## src/rtl/compare_arbiter.sv

```systemverilog
// compare_arbiter: round-robin time-sharing of one external magnitude comparator.
// Requests are granted one at a time; operands and the tagged result are registered.
module compare_arbiter #(
    parameter int unsigned N_REQ = 4,
    parameter int unsigned WIDTH = 2,
    parameter int unsigned ID_W  = 2
) (
    input  logic                   clk,
    input  logic                   rst,
    input  logic [N_REQ-1:0]       req_valid,
    input  logic [N_REQ*WIDTH-1:0] req_a,
    input  logic [N_REQ*WIDTH-1:0] req_b,
    output logic [N_REQ-1:0]       req_ready,
    output logic [WIDTH-1:0]       cmp_a,
    output logic [WIDTH-1:0]       cmp_b,
    input  logic                   cmp_lower,
    input  logic                   cmp_greater,
    input  logic                   cmp_equal,
    output logic                   rsp_valid,
    input  logic                   rsp_ready,
    output logic [ID_W-1:0]        rsp_id,
    output logic                   lower,
    output logic                   greater,
    output logic                   equal,
    output logic                   busy,
    output logic                   flag_err
);

    typedef enum logic [1:0] {
        IDLE    = 2'd0,
        COMPARE = 2'd1,
        RESP    = 2'd2
    } state_t;

    state_t                 state_q;
    logic [ID_W-1:0]        rr_ptr_q;
    logic [ID_W-1:0]        grant_id_q;
    logic [WIDTH-1:0]       cmp_a_q;
    logic [WIDTH-1:0]       cmp_b_q;
    logic                   rsp_valid_q;
    logic [ID_W-1:0]        rsp_id_q;
    logic                   lower_q;
    logic                   greater_q;
    logic                   equal_q;
    logic                   busy_q;
    logic                   flag_err_q;

    logic [2*N_REQ-1:0]     rot_c;
    logic                   grant_vld_c;
    logic [ID_W-1:0]        grant_idx_c;
    logic [WIDTH-1:0]       grant_a_c;
    logic [WIDTH-1:0]       grant_b_c;
    logic [ID_W-1:0]        rr_next_c;
    logic                   flags_ok_c;

    // Rotate requests so bit 0 is rr_ptr, then pick the lowest set offset.
    always_comb begin
        int unsigned sum;
        sum         = 0;
        grant_vld_c = 1'b0;
        grant_idx_c = '0;
        rot_c       = {req_valid, req_valid} >> rr_ptr_q;
        for (int k = int'(N_REQ) - 1; k >= 0; k--) begin
            if (rot_c[k]) begin
                sum = int'(rr_ptr_q) + k;
                if (sum >= N_REQ) begin
                    sum = sum - N_REQ;
                end
                grant_vld_c = 1'b1;
                grant_idx_c = ID_W'(sum);
            end
        end
    end

    // Select the granted requester's operands.
    always_comb begin
        grant_a_c = '0;
        grant_b_c = '0;
        for (int i = 0; i < int'(N_REQ); i++) begin
            if (grant_idx_c == ID_W'(i)) begin
                grant_a_c = req_a[i*WIDTH +: WIDTH];
                grant_b_c = req_b[i*WIDTH +: WIDTH];
            end
        end
    end

    // Acceptance pulse, only while idle and never during reset.
    always_comb begin
        req_ready = '0;
        for (int i = 0; i < int'(N_REQ); i++) begin
            req_ready[i] = !rst && (state_q == IDLE) && grant_vld_c
                           && (grant_idx_c == ID_W'(i));
        end
    end

    assign rr_next_c  = (grant_idx_c == ID_W'(N_REQ - 1)) ? '0 : grant_idx_c + ID_W'(1);
    assign flags_ok_c = $onehot({cmp_lower, cmp_greater, cmp_equal});

    // Control FSM with registered operands, result and status.
    always_ff @(posedge clk or posedge rst) begin
        if (rst) begin
            state_q     <= IDLE;
            rr_ptr_q    <= '0;
            grant_id_q  <= '0;
            cmp_a_q     <= '0;
            cmp_b_q     <= '0;
            rsp_valid_q <= 1'b0;
            rsp_id_q    <= '0;
            lower_q     <= 1'b0;
            greater_q   <= 1'b0;
            equal_q     <= 1'b0;
            busy_q      <= 1'b0;
            flag_err_q  <= 1'b0;
        end else begin
            case (state_q)
                IDLE: begin
                    if (grant_vld_c) begin
                        cmp_a_q    <= grant_a_c;
                        cmp_b_q    <= grant_b_c;
                        grant_id_q <= grant_idx_c;
                        rr_ptr_q   <= rr_next_c;
                        busy_q     <= 1'b1;
                        state_q    <= COMPARE;
                    end
                end
                COMPARE: begin
                    lower_q     <= cmp_lower;
                    greater_q   <= cmp_greater;
                    equal_q     <= cmp_equal;
                    rsp_id_q    <= grant_id_q;
                    rsp_valid_q <= 1'b1;
                    if (!flags_ok_c) begin
                        flag_err_q <= 1'b1;
                    end
                    state_q     <= RESP;
                end
                RESP: begin
                    if (rsp_ready) begin
                        rsp_valid_q <= 1'b0;
                        busy_q      <= 1'b0;
                        state_q     <= IDLE;
                    end
                end
                default: begin
                    busy_q  <= 1'b0;
                    state_q <= IDLE;
                end
            endcase
        end
    end

    assign cmp_a     = cmp_a_q;
    assign cmp_b     = cmp_b_q;
    assign rsp_valid = rsp_valid_q;
    assign rsp_id    = rsp_id_q;
    assign lower     = lower_q;
    assign greater   = greater_q;
    assign equal     = equal_q;
    assign busy      = busy_q;
    assign flag_err  = flag_err_q;

endmodule

```

## config.mk

```make
export PLATFORM = sky130hd
export DESIGN_NAME = compare_arbiter
export DESIGN_NICKNAME = d
export VERILOG_FILES = /design/src/rtl/compare_arbiter.sv
export SDC_FILE = /design/constraint.sdc
export NUM_CORES = 1
export LEC_CHECK = 0
export ABC_AREA = 1
export BUFFER_PORTS_ARGS = -buffer_cell sky130_fd_sc_hd__buf_2
export CORE_MARGIN = 4
export CORE_UTILIZATION = 40
export DETAILED_ROUTE_END_ITERATION = 10
export GPL_ROUTABILITY_DRIVEN = 0
export GPL_TIMING_DRIVEN = 0
export PLACE_DENSITY = 0.66
export SYNTH_ARGS = -nofsm -noshare
export SYNTH_HDL_FRONTEND = slang
export SYNTH_SLANG_ARGS = --single-unit
```

## constraint.sdc

```tcl
create_clock -name clk -period 4.5 [get_ports clk]
set_clock_uncertainty 0.15 [all_clocks]
set_input_delay 0.9 -clock clk [delete_from_list [all_inputs] [get_ports clk]]
set_output_delay 0.9 -clock clk [all_outputs]
set_load 0.02 [all_outputs]
```

==> results.toml, run 1 <==
[setup_path]
crit_path_start_kind = "input pin"
crit_fanout = 9
ff2ff_setup_slack_ns = 2.06
cp_top_family = "simple AND/OR/NAND/NOR gates"
timing.critical_path.buf_inv = 5
cpMaxStageDelayCell = "clkinv_1"
end_kind = "output port"
critPathRequiredTime_ns = 3.45
cpPeakStageDelay_ns = 0.26
arrival_ns = 2.56
cp_common_cell = "nand2_1"
crit_chain = "buf_2 > inv_1 > nand2_1 > nand2_2 > nand3_4 > nand3_1 > nand2_1 > nand2_1 > nand2_1 > inv_1 > ha_1 > clkinv_1 > nor2_1 > buf_2"
path_class = "in -> out"

[place]
post-dp-hpwl_um = 2180
io_buffers = 41

[route]
drt_iter0_markers = 47
drt-vias-per-instance = 4.48
wl_per_cell_um = 10.3
drc = 0
wl_um = 2740
drt_first_pass_iters = 4
detail-route-antenna-nets = 0
dr_total_vias = 1188

[synthesis]
synth.avg_cell_area_um2 = 7.24
ys_warn_count = 0
netlist_instances = 176
yosysSeqAreaShare_pct = 35.3
synth_nets = 207
yosysUniqueCellTypes = 24
syn_area_um2 = 1270
ys_ff_latch = 18

[global_routing]
grt_overflow = 0
grt_usage_pct = 14.8
grt_pass1_wl_um = 4940
antenna_found_initial = 0
grt_pass1_vias = 1155
grt_max_degree = 20

[sta]
fin_crit_ns = 3.61
worst_pin_slew_ns = 0.705
setup_violations = 0
fin_setup_tns_ns = 0
finalMaxSlewViolations = 0
rsz0062_at_grt = "false"
fmax_ghz = 0.277
hold_viol_final = 0
timing.final.crit_share_pct = 80.2
maxSlewHeadroom_pct = 52.9

[floorplanning]
start_util_pct = 41.8
die_h_um = 64.5
core_um2 = 3050
die-area_um2 = 4150
die_x_um = 64.5
core.rowCount = 20
ios = 42

[cells_and_area]
insertedDiodeCount = 0
fin_nets = 253
areaGrowthSynthToFinish_pct = 23.3
drive_gt1_share_pct = 33.5
final_common_cell = "nand2_1"
mostFrequentLayoutCells = "67 x nand2_1, 41 x buf_2, 20 x inv_1"

[power]
p_leak_nw = 0.900
vdd_drop_max_mv = 0.431
power_mw = 1.35
pwr_density_cell_nw_per_um2 = 860

[hold_path]
hp-class = "reg -> reg"

[clocking]
cts-resized-gates = 0
clk_latency_ns = 0.29
post_cts_buffers = 0
cts_tree = "yes"
cts_sinks = 18
cts_buffers = 3
path_clk_slew_ns = 0.10
clk_path_buf_depth = 2
cts_max_level = 1
cts-root-buf = "clkbuf_4"
hold_buffers = 0

[job]
drv_cap = 0

[outcome]
outcome = "completed"
## power breakdown
part | switching (mW) | total [mW] | internal (mW)
combinational | 0.625 | 0.972 | 0.347
clock | 0.0494 | 0.0986 | 0.0493
sequential | 0.0385 | 0.280 | 0.242
total | 0.713 | 1.35 | 0.638
## per-layer routing
layer | track usage, % | wire (um) | up-vias
met5 | 0 | 0 | -
met4 | 3.17 | 19 | 0
met3 | 4.51 | 208 | 2
met2 | 24.2 | 1180 | 38
met1 | 19.2 | 1330 | 510
li1 | - | - | 638
## sequential cells by signal, summed over array words and instances (netlist names)
register	count
rsp_valid	1
busy	1
rsp_id	2
rr_ptr_q	2
cmp_a	2
greater	1
equal	1
state_q	2
cmp_b	2
flag_err	1
lower	1
grant_id_q	2
## final timing paths
check / cells past startpoint / to / start
min: 2 / equal / equal
max in group asynchronous: 2 / rr_ptr_q[1] / rst
max reg2reg: 16 / cmp_a[0] / rr_ptr_q[1]
max: 14 / req_ready[3] / req_valid[2]
min reg2reg: 2 / equal / equal
min in group asynchronous: 2 / cmp_a[0] / rst
## final cells by class
type                    instances  area (um2)
flip-flops and latches         18         450
inverters                      23        86.3
fillers                       339        1480
plain buffers                   3        33.8
repair buffers                 41         205
well taps                      44        55.1
clock buffers                   4        36.3
multi-input cells             132         704
## worst reg2reg max path: stages, from the launching register on
cell and delay [ns]:
dfrtp_1 0.37, buf_4 0.16, inv_1 0.20, nand3_1 0.14, nand3_1 0.14, nand2_1 0.08, nand2_1 0.09, nand2_1 0.09
inv_1 0.09, ha_1 0.24, inv_1 0.12, nand3_1 0.08, nand2_1 0.05, o21ai_0 0.08, nand2_1 0.10, o211ai_2 0.09
nand2_2 0.05
## synth_stat cells
cell type | number | area [um2]
buf_8 | 1 | 15.0
o21ai_2 | 1 | 8.76
nor2_1 | 9 | 33.8
nor2_2 | 1 | 6.26
ha_1 | 4 | 50.1
nand3_4 | 1 | 17.5
o21ai_1 | 1 | 5.00
nand2_2 | 13 | 81.3
nand2_1 | 67 | 251
inv_1 | 20 | 75.1
clkinv_1 | 1 | 3.75
nand3_2 | 2 | 20.0
dfrtp_1 | 18 | 450
buf_4 | 1 | 7.51
buf_6 | 1 | 11.3
a21oi_1 | 4 | 20.0
o211ai_2 | 4 | 50.1
o21ai_0 | 5 | 25.0
inv_2 | 2 | 7.51
o21bai_1 | 2 | 15.0
fa_1 | 1 | 20.0
nand3b_1 | 1 | 7.51
nor2_4 | 2 | 22.5
nand3_1 | 14 | 70.1
## per-stage QoR
step	area (um2)	hold slack, ns	setup slack, ns	cells	utilization (%)
5_1_grt	1570	0.355	0.675	265	51.5
4_1_cts	1570	0.331	0.872	265	51.5
3_3_place_gp	1540	0.299	0.873	261	50.3
2_1_floorplan	1270	0.299	1.14	176	-
3_5_place_dp	1540	0.304	0.873	261	50.3
6_report	1570	0.323	0.890	265	51.5
## logic make-up after synthesis
kind of cell             Yosys count  share of synthesized area [%]
adder cells (fa/ha/maj)            5                           5.50
flip-flops                        18                           35.3
buffers and inverters             26                           9.42
AND/OR/NAND/NOR                  110                           40.0
AO/OA/AOI/OAI                     17                           9.71
Note: power is estimated with default switching activity, not from simulation.
==> run 2, diff against run 1 <==
--- a/config.mk
+++ b/config.mk
@@ -12,7 +12,7 @@
 export DETAILED_ROUTE_END_ITERATION = 10
 export GPL_ROUTABILITY_DRIVEN = 0
 export GPL_TIMING_DRIVEN = 0
-export PLACE_DENSITY = 0.66
+export PLACE_DENSITY = 0.68
 export SYNTH_ARGS = -nofsm -noshare
 export SYNTH_HDL_FRONTEND = slang
 export SYNTH_SLANG_ARGS = --single-unit
==> constraint.sdc (replaced) <==
create_clock -name clk -period 3.2 [get_ports clk]
set_clock_uncertainty 0.15 [all_clocks]
set_input_delay 0.64 -clock clk [delete_from_list [all_inputs] [get_ports clk]]
set_output_delay 0.64 -clock clk [all_outputs]
set_load 0.02 [all_outputs]
==> run 2 against run 1 <==
Effect of this change: critical path type is now reg -> out; first-iteration DRC count shrank 21%; die area stayed put; sequential power grew 41%; largest cell class unchanged; hold slack got worse by 0.029 ns.
==> results.toml, run 2 (same netlist as run 1, synthesis figures left out) <==
[outcome]
outcome = "completed"

[sta]
timing.final.crit_share_pct = 93.0
fin_setup_tns_ns = 0
finalMaxSlewViolations = 0
worst_pin_slew_ns = 0.679
fmax_ghz = 0.336
timing.final.ws_setup_ns = 0.226
fin_crit_ns = 2.97
hold_viol_final = 0
setup_violations = 0
maxSlewHeadroom_pct = 54.7

[power]
p_leak_nw = 0.899
pwr_density_cell_nw_per_um2 = 1220
vdd_drop_max_mv = 0.358

[cells_and_area]
mostFrequentLayoutCells = "65 x nand2_1, 40 x buf_2, 19 x inv_1"
final_area_um2 = 1600
fin_nets = 256
final_common_cell = "nand2_1"
fin_util_pct = 52.5
drive_gt1_share_pct = 36.8
insertedDiodeCount = 0
areaGrowthSynthToFinish_pct = 25.7

[clocking]
cts_max_level = 1
path_clk_slew_ns = 0.09
cts-root-buf = "clkbuf_4"
hold_buffers = 0
cts_sinks = 18
cts_tree = "yes"
clk_latency_ns = 0.28
cts_buffers = 3
clk_path_buf_depth = 2

[floorplanning]
core.rowCount = 20
die_h_um = 64.5
core_um2 = 3050
ios = 42
start_util_pct = 41.8
die-area_um2 = 4150
die_x_um = 64.5

[setup_path]
crit_fanout = 10
cpPeakStageDelay_ns = 0.43
path_class = "reg -> out"
end_kind = "output port"
timing.critical_path.buf_inv = 5
cp_common_cell = "nand2_1"
crit_path_start_kind = "flip-flop"
arrival_ns = 2.18
cp_top_family = "simple AND/OR/NAND/NOR gates"
cpMaxStageDelayCell = "dfrtp_1"
critPathRequiredTime_ns = 2.41
crit_chain = "buf_6 > nand2_2 > nand2_1 > nand2_1 > nand2_1 > inv_1 > nand2_1 > nand2_2 > nand2_2 > inv_1 > ha_2 > clkinvlp_4 > nor2_1 > buf_4"

[route]
drt_first_pass_iters = 4
drt-vias-per-instance = 4.39
drc = 0
drt_iter0_markers = 37
dr_total_vias = 1173
wl_um = 2630
wl_per_cell_um = 9.84
detail-route-antenna-nets = 0

[place]
io_buffers = 41
dp_slack_ns = 0.121
placed_area_um2 = 1540
post-dp-hpwl_um = 2090

[global_routing]
grt_usage_pct = 13.4
grt_overflow = 0
grt_pass1_wl_um = 4590
grt_max_degree = 20
grt_pass1_vias = 1114
antenna_found_initial = 0

[job]
drv_cap = 0

[hold_path]
hp-class = "in -> async"
==> run 2: cell types whose count changed in the layout (fill, tap and decap cells not counted), sizes merged <==
cell	previous run	this run
clkinv	1	0
buf	44	47
clkinvlp	0	2
clkbuf	4	3
inv	22	21
==> run 2: metrics by stage <==
| step | instances | hold WS, ns | power (mW) |
|---|---|---|---|
| finish | 267 | 0.294 | 1.96 |
| global route | 267 | 0.354 | 2.19 |
| CTS | 264 | 0.314 | 1.87 |
| detailed placement | 261 | 0.310 | 1.76 |
| global placement | 261 | 0.304 | 1.75 |
| floorplan | 176 | 0.299 | 1.48 |
==> run 2: worst reg2reg max path, stage by stage (launching register included) <==
cell        delay (ns)
dfrtp_1           0.43
buf_6             0.16
nand2_2           0.10
nand2_1           0.06
nand2_1           0.07
nand2_1           0.06
inv_1             0.08
nand2_1           0.08
nand2_2           0.08
nand2_2           0.07
inv_1             0.09
ha_2              0.19
clkinvlp_4        0.14
buf_4             0.17
o211ai_2          0.16
nand2_2           0.05
==> run 2: final timing paths <==
kind                        startpoint      endpoint  slack [ns]  depth (start not counted)
max in group asynchronous          rst         equal        2.18                          2
min reg2reg                      equal         equal        0.33                          2
min in group clk                 equal         equal        0.33                          2
min                                rst         lower        0.29                          2
max reg2reg                rr_ptr_q[0]      cmp_b[0]        0.93                         15
max                        rr_ptr_q[0]  req_ready[3]        0.23                         14
==> run 2: what timing repair did <==
item | in CTS | in global routing
buffers inserted | 0 | 3
gates resized for setup | 0 | 8
endpoints found under the setup margin | 0 | 3
==> run 2: report_power, final <==
part	switching (mW)	total, mW	internal (mW)
combinational	0.893	1.45	0.562
sequential	0.0541	0.394	0.340
clock	0.0631	0.107	0.0436
total	1.01	1.96	0.945
==> run 2: metal layers <==
metal / up-vias / global-route usage (%) / wire length, um
met1: 498 / 19.2 / 1350
met3: 2 / 2.77 / 132
li1: 641 / - / -
met5: - / 0 / 0
met2: 32 / 21.6 / 1120
met4: 0 / 1.58 / 19
==> run 2: layout make-up <==
type	count	area [um2]
fillers	324	1450
clock buffers	3	22.5
inverters	23	96.3
well taps	44	55.1
plain buffers	3	33.8
multi-input cells	132	714
flip-flops and latches	18	450
repair buffers	44	230
==> run 3, diff against run 2 <==
--- a/config.mk
+++ b/config.mk
@@ -12,7 +12,8 @@
 export DETAILED_ROUTE_END_ITERATION = 10
 export GPL_ROUTABILITY_DRIVEN = 0
 export GPL_TIMING_DRIVEN = 0
-export PLACE_DENSITY = 0.68
+export PLACE_DENSITY = 0.69
+export SLEW_MARGIN = 0
 export SYNTH_ARGS = -nofsm -noshare
 export SYNTH_HDL_FRONTEND = slang
 export SYNTH_SLANG_ARGS = --single-unit
==> run 3 against run 2 <==
Effect of this change: maximum frequency shrank 0.73%; critical endpoint unchanged; register-to-register slack lost 0.02 ns; critical path type unchanged; design area grew 1.2%.
==> results.toml, run 3 (same netlist as run 1, synthesis figures left out) <==
[power]
p_leak_nw = 0.899
power_mw = 1.99
vdd_drop_max_mv = 0.325
pwr_density_cell_nw_per_um2 = 1220

[cells_and_area]
final_common_cell = "nand2_1"
fin_cells = 267
mostFrequentLayoutCells = "64 x nand2_1, 41 x buf_2, 18 x inv_1, 18 x dfrtp_1, 16 x nand2_2"
insertedDiodeCount = 0
fin_util_pct = 53.2
areaGrowthSynthToFinish_pct = 27.3
fin_nets = 255
drive_gt1_share_pct = 38.6

[setup_path]
critPathRequiredTime_ns = 2.41
cp_common_cell = "nand2_1"
crit_chain = "buf_6 > nand2_2 > nand2_1 > nand2_1 > nand2_1 > inv_1 > nand2_1 > nand2_2 > nand2_2 > inv_2 > ha_2 > clkinvlp_4 > nor2_4 > buf_6"
cpPeakStageDelay_ns = 0.44
end_kind = "output port"
reg2reg_to = "cmp_a[0]"
arrival_ns = 2.21
path_class = "reg -> out"
reg2reg_from = "rr_ptr_q[0]"
timing.critical_path.buf_inv = 5
ff2ff_setup_slack_ns = 0.91
cpMaxStageDelayCell = "dfrtp_1"
crit_fanout = 8
crit_path_start_kind = "flip-flop"
r2r_cells = 16
cp_top_family = "simple AND/OR/NAND/NOR gates"

[route]
drt-vias-per-instance = 4.49
wl_per_cell_um = 9.87
dr_total_vias = 1199
drc = 0
drt_first_pass_iters = 4
drt_iter0_markers = 49
detail-route-antenna-nets = 0
wl_um = 2630

[sta]
timing.final.crit_share_pct = 93.6
fin_crit_ns = 3.00
worst_pin_slew_ns = 0.673
maxSlewHeadroom_pct = 55.1
setup_violations = 0
rsz0062_at_grt = "false"
hold_viol_final = 0
finalMaxSlewViolations = 0
fmax_ghz = 0.334
fin_setup_tns_ns = 0

[floorplanning]
core_um2 = 3050
core.rowCount = 20
die-area_um2 = 4150
start_util_pct = 41.8
ios = 42
die_h_um = 64.5
die_x_um = 64.5

[global_routing]
grt_pass1_wl_um = 4490
antenna_found_initial = 0
met1_usage_pct = 17.1
grt_overflow = 0
grt_pass1_vias = 1086
use_met2_pct = 22.0
grt_usage_pct = 13.3
grt_max_degree = 20
use_met3_pct = 3.47
grt.busiest_layer = "met2"

[clocking]
cts_tree = "yes"
cts_buffers = 3
clk_latency_ns = 0.29
cts_max_level = 1
clk_path_buf_depth = 2
path_clk_slew_ns = 0.09
cts-root-buf = "clkbuf_4"
cts_sinks = 18

[hold_path]
hp-class = "in -> async"

[place]
io_buffers = 41
dp_cells = 261
post-dp-hpwl_um = 2100

[job]
drv_cap = 0

[outcome]
outcome = "completed"
run 3: layout make-up:
type | instances | area [um2]
buffer | 3 | 33.8
clock buffer | 4 | 36.3
fill | 325 | 1430
inverter | 23 | 96.3
multi-input combinational | 132 | 727
sequential | 18 | 450
tap | 44 | 55.1
timing repair buffer | 43 | 224
run 3: worst register-to-register path, cell delays in order, from the launching register on:
cell and delay, ns:
dfrtp_1 0.44, buf_6 0.15, nand2_2 0.09, nand2_1 0.06, nand2_1 0.08, nand2_1 0.06, inv_1 0.08, nand2_1 0.09
nand2_2 0.09, nand2_2 0.08, inv_2 0.07, ha_2 0.19, clkinvlp_4 0.19, buf_4 0.19, nand2_1 0.07, o211ai_2 0.09
nand2_2 0.06
run 3: per-layer routing:
layer	vias up	share of wire, %
li1	642	-
met1	521	48
met2	32	45
met3	4	5.6
met4	0	1.1
met5	-	0
run 3: how the worst max path moves through the flow:
stage | slack [ns] | cells past startpoint | startpoint | end
after floorplan | 0.36 | 12 | req_valid[2] | req_ready[3]
after global placement | 0.15 | 14 | req_valid[2] | req_ready[3]
after detailed placement | 0.12 | 14 | req_valid[2] | req_ready[3]
after CTS | 0.02 | 12 | rr_ptr_q[1] | req_ready[3]
after global routing | 0.001 | 14 | rr_ptr_q[0] | req_ready[3]
final | 0.20 | 14 | rr_ptr_q[0] | req_ready[3]
run 3: where the power goes:
group / switching, mW / total, mW / internal [mW] / leakage [nW]
Combinational: 0.911 / 1.45 / 0.542 / 0.662
Sequential: 0.0594 / 0.399 / 0.340 / 0.216
Clock: 0.0660 / 0.135 / 0.0693 / 0.0210
run 3: per-stage QoR:
stage	instance area (um2)	hold slack (ns)	worst slack (ns)
2_1_floorplan	1270	0.299	0.358
3_3_place_gp	1540	0.305	0.145
3_5_place_dp	1540	0.309	0.119
4_1_cts	1570	0.287	0.0177
5_1_grt	1620	0.323	0.00105
6_report	1620	0.282	0.204
run 3: repair_timing:
item | in CTS | in global routing
setup buffers | 0 | 1
endpoints found under the setup margin | 0 | 3
resized for setup | 0 | 14
hold buffers | 0 | 0
